[config.mk]
export PLATFORM = sky130hd
export DESIGN_NAME = list_reader
export DESIGN_NICKNAME = d
export VERILOG_FILES = /design/src/rtl/list_reader.sv
export SDC_FILE = /design/constraint.sdc
export NUM_CORES = 1
export LEC_CHECK = 0
export CELL_PAD_IN_SITES_DETAIL_PLACEMENT = 1
export CELL_PAD_IN_SITES_GLOBAL_PLACEMENT = 1
export CORE_MARGIN = 2
export CORE_UTILIZATION = 28
export CTS_CLUSTER_SIZE = 10
export DETAILED_ROUTE_END_ITERATION = 8
export PLACE_DENSITY_LB_ADDON = 0.1
export SETUP_SLACK_MARGIN = 0.15
export SLEW_MARGIN = 20
export SYNTH_ARGS = -nofsm -noshare
export SYNTH_HDL_FRONTEND = slang
export SYNTH_SLANG_ARGS = --single-unit
[constraint.sdc]
create_clock -name clock -period 2.3 [get_ports clock]
set_clock_uncertainty 0.05 [all_clocks]
set_input_delay 0.575 -clock clock [delete_from_list [all_inputs] [get_ports clock]]
set_output_delay 0.575 -clock clock [all_outputs]
set_load 0.01 [all_outputs]
[src/rtl/list_reader.sv]
// Walks a linked list of card words in the shared card RAM, streaming each
// card's {suit, value} over a valid/ready handshake. Read-only: never writes RAM.
module list_reader #(
    parameter int MAX_CARDS = 52
) (
    input  logic        clock,
    input  logic        reset,
    input  logic        start,
    input  logic [9:0]  address,
    output logic [5:0]  card_out,
    output logic        card_valid,
    input  logic        card_ready,
    output logic [5:0]  card_count,
    output logic        finished_reading,
    output logic        done,
    output logic        error,
    output logic [9:0]  ram_address,
    output logic        ram_clock,
    output logic [31:0] ram_data,
    output logic        ram_wren,
    input  logic [31:0] ram_q
);

    typedef enum logic [2:0] {
        IDLE,
        WAIT,
        CHECK,
        OUTPUT,
        DONE
    } state_t;

    localparam logic [5:0] MAX_COUNT = 6'(MAX_CARDS);

    state_t      state_reg, state_next;
    logic [5:0]  card_out_reg, card_out_next;
    logic        card_valid_reg, card_valid_next;
    logic [5:0]  card_count_reg, card_count_next;
    logic        error_reg, error_next;
    logic [9:0]  ram_address_reg, ram_address_next;
    logic [9:0]  link_reg, link_next;
    logic [5:0]  count_inc;

    // Only the in-use flag, suit/value and next-pointer fields matter.
    logic unused_ram_bits;
    assign unused_ram_bits = ^{ram_q[30:22], ram_q[15:10]};

    assign count_inc = card_count_reg + 6'd1;

    always_ff @(posedge clock) begin
        if (reset) begin
            state_reg       <= IDLE;
            card_out_reg    <= '0;
            card_valid_reg  <= 1'b0;
            card_count_reg  <= '0;
            error_reg       <= 1'b0;
            ram_address_reg <= '0;
            link_reg        <= '0;
        end else begin
            state_reg       <= state_next;
            card_out_reg    <= card_out_next;
            card_valid_reg  <= card_valid_next;
            card_count_reg  <= card_count_next;
            error_reg       <= error_next;
            ram_address_reg <= ram_address_next;
            link_reg        <= link_next;
        end
    end

    always_comb begin
        state_next       = state_reg;
        card_out_next    = card_out_reg;
        card_valid_next  = card_valid_reg;
        card_count_next  = card_count_reg;
        error_next       = error_reg;
        ram_address_next = ram_address_reg;
        link_next        = link_reg;

        case (state_reg)
            IDLE: begin
                if (start) begin
                    card_count_next = '0;
                    error_next      = 1'b0;
                    if (address == 10'd0) begin
                        state_next = DONE;
                    end else begin
                        ram_address_next = address;
                        state_next       = WAIT;
                    end
                end
            end
            WAIT: state_next = CHECK;
            CHECK: begin
                if (!ram_q[31]) begin
                    error_next = 1'b1;
                    state_next = DONE;
                end else begin
                    card_out_next   = ram_q[21:16];
                    link_next       = ram_q[9:0];
                    card_valid_next = 1'b1;
                    state_next      = OUTPUT;
                end
            end
            OUTPUT: begin
                if (card_valid_reg && card_ready) begin
                    card_valid_next = 1'b0;
                    card_count_next = count_inc;
                    // End of list wins over the walk limit on the same card.
                    if (link_reg == 10'd0) begin
                        state_next = DONE;
                    end else if (count_inc == MAX_COUNT) begin
                        error_next = 1'b1;
                        state_next = DONE;
                    end else begin
                        ram_address_next = link_reg;
                        state_next       = WAIT;
                    end
                end
            end
            DONE:    state_next = IDLE;
            default: state_next = IDLE;
        endcase
    end

    assign card_out         = card_out_reg;
    assign card_valid       = card_valid_reg;
    assign card_count       = card_count_reg;
    assign error            = error_reg;
    assign ram_address      = ram_address_reg;
    assign done             = (state_reg == DONE);
    assign finished_reading = (state_reg == IDLE);
    assign ram_clock        = clock;
    assign ram_data         = 32'd0;
    assign ram_wren         = 1'b0;

endmodule

* Word-level counts from Yosys, hierarchy flattened
Cells that the tools add are included.
** Storage, ports and cells
- Bits in registers :: 37
- Bits in latches :: 0
- Memory bits (writable) :: 0
- ROM bits :: 0
- Input bits :: 46
- Output and inout bits :: 60
- Logic and storage cells :: 59
- Memories :: 0
** Operators by class
- $add $sub $neg :: 1
- Multiply operators :: 0
- Div/mod/pow operators :: 0
- $lt $le $gt $ge :: 0
- Eq/ne operators :: 13
- Shift-type cells :: 0
- Muxes and demuxes :: 25
- Bitwise operators :: 0
- Reductions and logical operators :: 13
** Operator list (count)
- $mux 10 :: 5
- $logic_not 10->1 :: 2
- $pmux 10 s2 :: 1
- $mux 3 :: 6
- $ne 2x2->1 const B :: 8
- $mux 6 :: 2
- $pmux 3 s4 :: 1
- $pmux 6 s2 :: 1
- $reduce_and 6->1 :: 2
- $mux 1 :: 7
- $add 6x1->6 const B :: 1
- $eq 3x2->1 const B :: 2
- $eq 6x6->1 const B :: 1
- $reduce_and 3->1 :: 2
- $reduce_and 2->1 :: 2
- $reduce_bool 2->1 :: 2
- $eq 3x1->1 const B :: 1
- $eq 3x3->1 const B :: 1
- $logic_not 3->1 :: 1
- $pmux 1 s3 :: 1
- $reduce_bool 3->1 :: 1
- $pmux 1 s2 :: 1
- $logic_and 1x1->1 :: 1

* Longest topological paths before layout
Gate-level depths: netlist of run 1.
- Word-level depth :: 6
- Mapped depth :: 7
- Mapped depth without buffers :: 5

==> results.md, run 1 <==
* Placed Area at 2700 µm²
* Pwr dens at around 690 nW/µm²
* Crit path max-delay cell type: clkbuf_8
* Worst Path Buf+Inv at 3
* Most common cell after layout, fill and taps aside: nand2_1
* Startpoint Class: clock port
* Core area at 7210 µm²
* TNS Setup at 0 ps
* ANT cells at 0
* Layout net count at 364
* Share of layout cells above drive strength 1 at 16.0%
* Final WL at 5870 µm
* Critical Path Sink Type: primary output
* Reg area at roughly 740 µm²
* IO Pins at 106
* Critical Path Max Stage Delay at 120 ps
* Drt via density at approximately 4.6
* Pin count of the biggest net entering global routing at 36
* RSZ-0062 raised after global routing: false
* Reg clk slew, reported paths at 80 ps
* Final setup fails at 0
* Final hold vios at 0
* Most used cell, CP: clkbuf_8
* Synth warn at 0
* Initial Util at 28.8%
* CP max FO at 2
* CP arrival at between 1000 and 1500 ps
* Post-Place Worst Slack at -41.0 ps
* CP delay by family, top: buffers and inverters
* GRT overflow at 0
* Rows at 31
* Final worst setup slack at 187 ps
* Max-slew violation count at 0
* Initial antenna violation count at 0
* Area Overhead vs Synth at 36.9%
* Placed Cells incl. Taps at 406
* Final ANT Viol Nets at 0
* Drt wl/cell at 14.1 µm
* TritonRoute pass-1 iters at 2
* Die width at 90.2 µm
* Most frequent cells in the layout: 55 x nand2_1, 54 x clkdlybuf4s50_1, 35 x dfxtp_1
* Vias in the first global route at approximately 1900
* Port bufs at 57
* Starting DRT DRC Count at 63
* Detailed placement HPWL at 4220 µm
* DR DRC count at 0
* Max-Cap Viols at 0
* Peak supply drop at 0.364 mV
* Final Instance Count excl. Fillers at 417
* Netlist cell types at between 40 and 50
* Multi-input logic area at about 1100 µm²
* Seq cells post-synth at 37
* Finished Cell Area at ~2800 µm²
* GP Congestion at 0.736
* Worst EP required at 1670 ps
* Die Y at 90.2 µm
* Crit Path Class: clock port to primary output
* Lkg Pwr at 1.06 nW
* GRT Util Overall at 14.8%
* Synth Cell Area at around 2100 µm²
* Sequential share of the synthesized area at 35.6%
* Later-pin clock latency in the skew report at 400 ps
* Status: completed
* Fill count at 879
* Avg Cell Area, Syn at about 8.4 µm²
* Post-Syn Instances at 249
* Vias at 1926
* TritonCTS clock tree: done
* Number of hold buffers added after CTS at 0
* HP Class: register to register
* Die area at 8130 µm²
* Crit-path cells: clkbuf_8 > clkbuf_8 > clkbuf_2
* First-pass GRT wire length at roughly 9600 µm
-- repair_timing --
| item | 4_1_cts | 5_1_grt |
|---|---|---|
| resized for setup | 6 | 1 |
| setup buffers | 0 | 0 |
| setup endpoints to repair | 3 | 1 |
-- cell type report --
class / count / share of cell area (%)
multi-input cells: 192 / 38.4
flip-flops and latches: 37 / 26.1
repair buffers: 76 / 25.3
well taps: 99 / 4.35
clock buffers: 9 / 4.04
clock inverters: 3 / 1.63
inverters: 1 / 0.132
-- final timing paths --
check	slack (ps)	depth (start not counted)	to	startpoint
worst max-delay path	190	3	ram_clock	clock
worst min-delay path	410	2	card_out[5]$_SDFFE_PP0P_	card_out[5]$_SDFFE_PP0P_
worst max register to register	600	6	ram_address[9]$_SDFFE_PP0P_	state_reg[2]$_SDFFE_PP0P_
worst min register to register	410	2	card_out[5]$_SDFFE_PP0P_	card_out[5]$_SDFFE_PP0P_
-- cells in the mapped netlist, drive strengths merged --
master | n | area share (%)
a211oi | 3 | 1.3
or3 | 1 | 0.30
o21a | 1 | 0.36
nand3 | 6 | 1.4
o31ai | 1 | 0.36
and2 | 1 | 0.30
nand4b | 1 | 0.42
nor4b | 1 | 0.42
a221oi | 1 | 0.42
nor3 | 6 | 1.7
and4 | 1 | 0.42
dfxtp | 37 | 36
a31oi | 1 | 0.30
nand3b | 4 | 1.6
and3 | 2 | 0.60
conb | 1 | 0.18
nand4 | 4 | 1.5
nor3b | 1 | 0.36
nand2 | 55 | 9.9
or3b | 2 | 0.96
a311oi | 10 | 7.2
xnor2 | 1 | 0.42
a21oi | 25 | 6.2
a41oi | 11 | 4.6
a21o | 1 | 0.42
ha | 1 | 0.60
and3b | 1 | 0.42
nor4 | 4 | 1.2
inv | 1 | 0.18
buf | 44 | 16
clkbuf | 7 | 1.3
nand2b | 1 | 0.30
nor2 | 8 | 1.4
a22oi | 1 | 0.36
o21ai | 3 | 0.72
-- power by group --
part	total [mW]	leakage, nW	internal [mW]	switching, mW
clock network	0.738	0.0801	0.447	0.291
logic	0.486	0.680	0.249	0.236
registers	0.745	0.302	0.695	0.0505
-- metrics by stage --
step                power (mW)  util (%)  hold WS, ps
floorplan                 1.11         -          399
global placement          1.29      37.4          395
detailed placement        1.30      37.4          401
CTS                       2.02      39.5          413
global route              2.09      39.5          430
finish                    1.97      39.5          408
-- worst reg2reg max path: cells and delay by family (launching register included) --
family	cells	cell delay, ps
AO/OA/AOI/OAI	1	190
buffers and inverters	2	320
flip-flops	1	350
AND/OR/NAND/NOR	3	700
-- routing by layer --
layer,GRT usage [%],up-vias,wire (µm)
met5,0,-,0
met4,5.51,0,71
met3,4.61,6,314
met2,21.8,56,2600
met1,20.1,906,2880
li1,-,958,-
-- kinds of logic after synthesis --
kind of cell / share of synthesized area, %
flops: 35.6
compound gates: 22.3
buf+inv: 17.5
fa+ha+maj: 0.602
simple gates: 23.3
xor+xnor: 0.421
other cells: 0.180
Power figures use the tool's default switching activity.
==> run 2, diff against run 1 <==
Settings changed: HOLD_SLACK_MARGIN set to 0.08, SKIP_LAST_GASP set to 1.
==> results of run 2 <==
No change in the layout: final DEF, timing and power equal those of run 1.
==> run 3, diff against run 2 <==
Settings changed: CORE_UTILIZATION 28 to 44, DONT_BUFFER_PORTS set to 1.
==> results.md, run 3 (synthesis results as in run 1) <==
* Fmax achieved at 510 MHz
* Pin count of the biggest net entering global routing at 37 (+2.8%)
* R2R setup slack at 340 ps (-260 ps)
* Htree depth at 2
* Peak supply drop at 0.282 mV (-22%)
* RR Startpoint: state_reg[1]$_SDFFE_PP0P_
* Startpoint Class: register
* TNS Setup at 0 ps (unchanged)
* IO Pins at 106 (unchanged)
* Clk root buf: clkbuf_8
* Max clock buf depth at 2
* ANT cells at 0 (unchanged)
* Drt via density at 5.57 (+21%)
* CP arrival at 2070 ps (+580 ps)
* Port bufs at 0 (-100%)
* Final WL at 5070 µm (-14%)
* Clock tree sinks at 37
* Critical Path Sink Type: register
* Num CTS Buffers at 5
* Finished Cell Area at 2090 µm² (-27%)
* Most frequent cells in the layout: 55 x nand2_1, 37 x dfxtp_1, 33 x conb_1
* Pwr dens at 788 nW/µm² (+14%)
* First-pass GRT wire length at 8070 µm (-16%)
* Vias in the first global route at 1619 (-14%)
* Die area at 5290 µm² (-35%)
* Hold Startpoint: reset
* Hold Path Sink: link_reg[7]$_SDFFE_PP0P_
* TritonCTS clock tree: done
* HP Class: input pin to register
* Number of hold buffers added after CTS at 0 (unchanged)
* Worst EP required at 2410 ps (+740 ps)
* Reg clk slew, reported paths at 80 ps (about the same)
* RSZ-0062 raised after global routing: false
* Max-slew headroom at between 50% and 60%
* Final ANT Viol Nets at 0 (unchanged)
* Starting DRT DRC Count at 85 (+35%)
* Rows at 25 (-19%)
* Share of layout cells above drive strength 1 at 13.8% (-2.3 points)
* Worst-Margin Slew at 642 ps
* Die Y at 72.7 µm (-19%)
* Later-pin clock latency in the skew report at 290 ps (-110 ps)
* Max-slew violation count at 0 (unchanged)
* Drt wl/cell at 16.8 µm (+20%)
* Final setup fails at 0 (unchanged)
* Final period utilization at about 85%
* GRT Util Overall at 20.2% (+5.4 points)
* Initial antenna violation count at 0 (unchanged)
* DR DRC count at 0 (unchanged)
* TritonRoute pass-1 iters at 4 (+2)
* Status: completed
* Placed Area at 1970 µm² (-27%)
* Final worst setup slack at 338 ps (+151 ps)
* GP Congestion at 0.801 (+8.9%)
* Worst Hold Path Cells at 1 (-1)
* Max-Cap Viols at 0 (unchanged)
* Crit Path Class: register to register
* Post-Place Worst Slack at 174 ps (+215 ps)
* Final hold vios at 0 (unchanged)
* Area Overhead vs Synth at 0.602%
* Power, Total at 1.65 mW (-16%)
* RR Endpoint: ram_address[7]$_SDFFE_PP0P_
* CP max FO at 14 (+12)
* Fin crit period at between 1500 and 2000 ps
* Most common cell after layout, fill and taps aside: nand2_1
* R2R depth at 4 (-2)
* GRT overflow at 0 (unchanged)
* Initial Util at 44.9% (+16 points)
* Vias at 1678 (-13%)
* Layout net count at 293 (-20%)
* Die width at 72.7 µm (-19%)
* Fill count at 570 (-35%)
* Util after Layout at 45.2% (+5.7 points)
* Core area at 4630 µm² (-36%)
* Detailed placement HPWL at 3700 µm (-12%)
* Lkg Pwr at 0.770 nW (-28%)
-- run 3: layout make-up --
type	count	area (µm²)	area share, %
flip-flops and latches	37	741	35.4
repair buffers	9	67.6	3.23
well taps	54	67.6	3.23
multi-input cells	192	1100	52.4
inverters	1	3.75	0.179
clock buffers	7	86.3	4.13
clock inverters	1	30.0	1.44
-- run 3: stage by stage --
step	hold WS [ps]	instances
final	297	301
after floorplan	399	281
after global routing	280	301
after global placement	412	293
after CTS	284	301
after detailed placement	418	293
-- run 3: worst max-delay path by stage --
stage                                    from                           to  slack (ps)
floorplan                               clock                    ram_clock         410
global placement                        start  ram_address[2]$_SDFFE_PP0P_         230
detailed placement  state_reg[1]$_SDFFE_PP0P_  ram_address[7]$_SDFFE_PP0P_         170
CTS                 state_reg[1]$_SDFFE_PP0P_  ram_address[7]$_SDFFE_PP0P_         150
global route        state_reg[1]$_SDFFE_PP0P_  ram_address[7]$_SDFFE_PP0P_         240
finish              state_reg[1]$_SDFFE_PP0P_  ram_address[7]$_SDFFE_PP0P_         340
-- run 3: power by group --
group          internal, mW  switching (mW)
combinational         0.116           0.170
sequential            0.694          0.0742
clock                 0.354           0.241
total                  1.16           0.485
-- run 3: worst max-delay path, stage by stage (launching register included) --
cell      delay, ps
dfxtp_1         620
nand4_1         320
a21oi_2         230
and4_2          450
a311oi_2        150
-- run 3: timing repair --
| item | in CTS | in global routing |
|---|---|---|
| setup endpoints to repair | 0 | 10 |
| setup buffers | 0 | 0 |
| resized for setup | 0 | 1 |
-- run 3: metal layers --
layer | track usage (%) | part of all wire [%]
met1 | 25.7 | 44
met2 | 30.2 | 46
met3 | 7.60 | 7.7
met4 | 9.67 | 2.2
met5 | 0 | 0
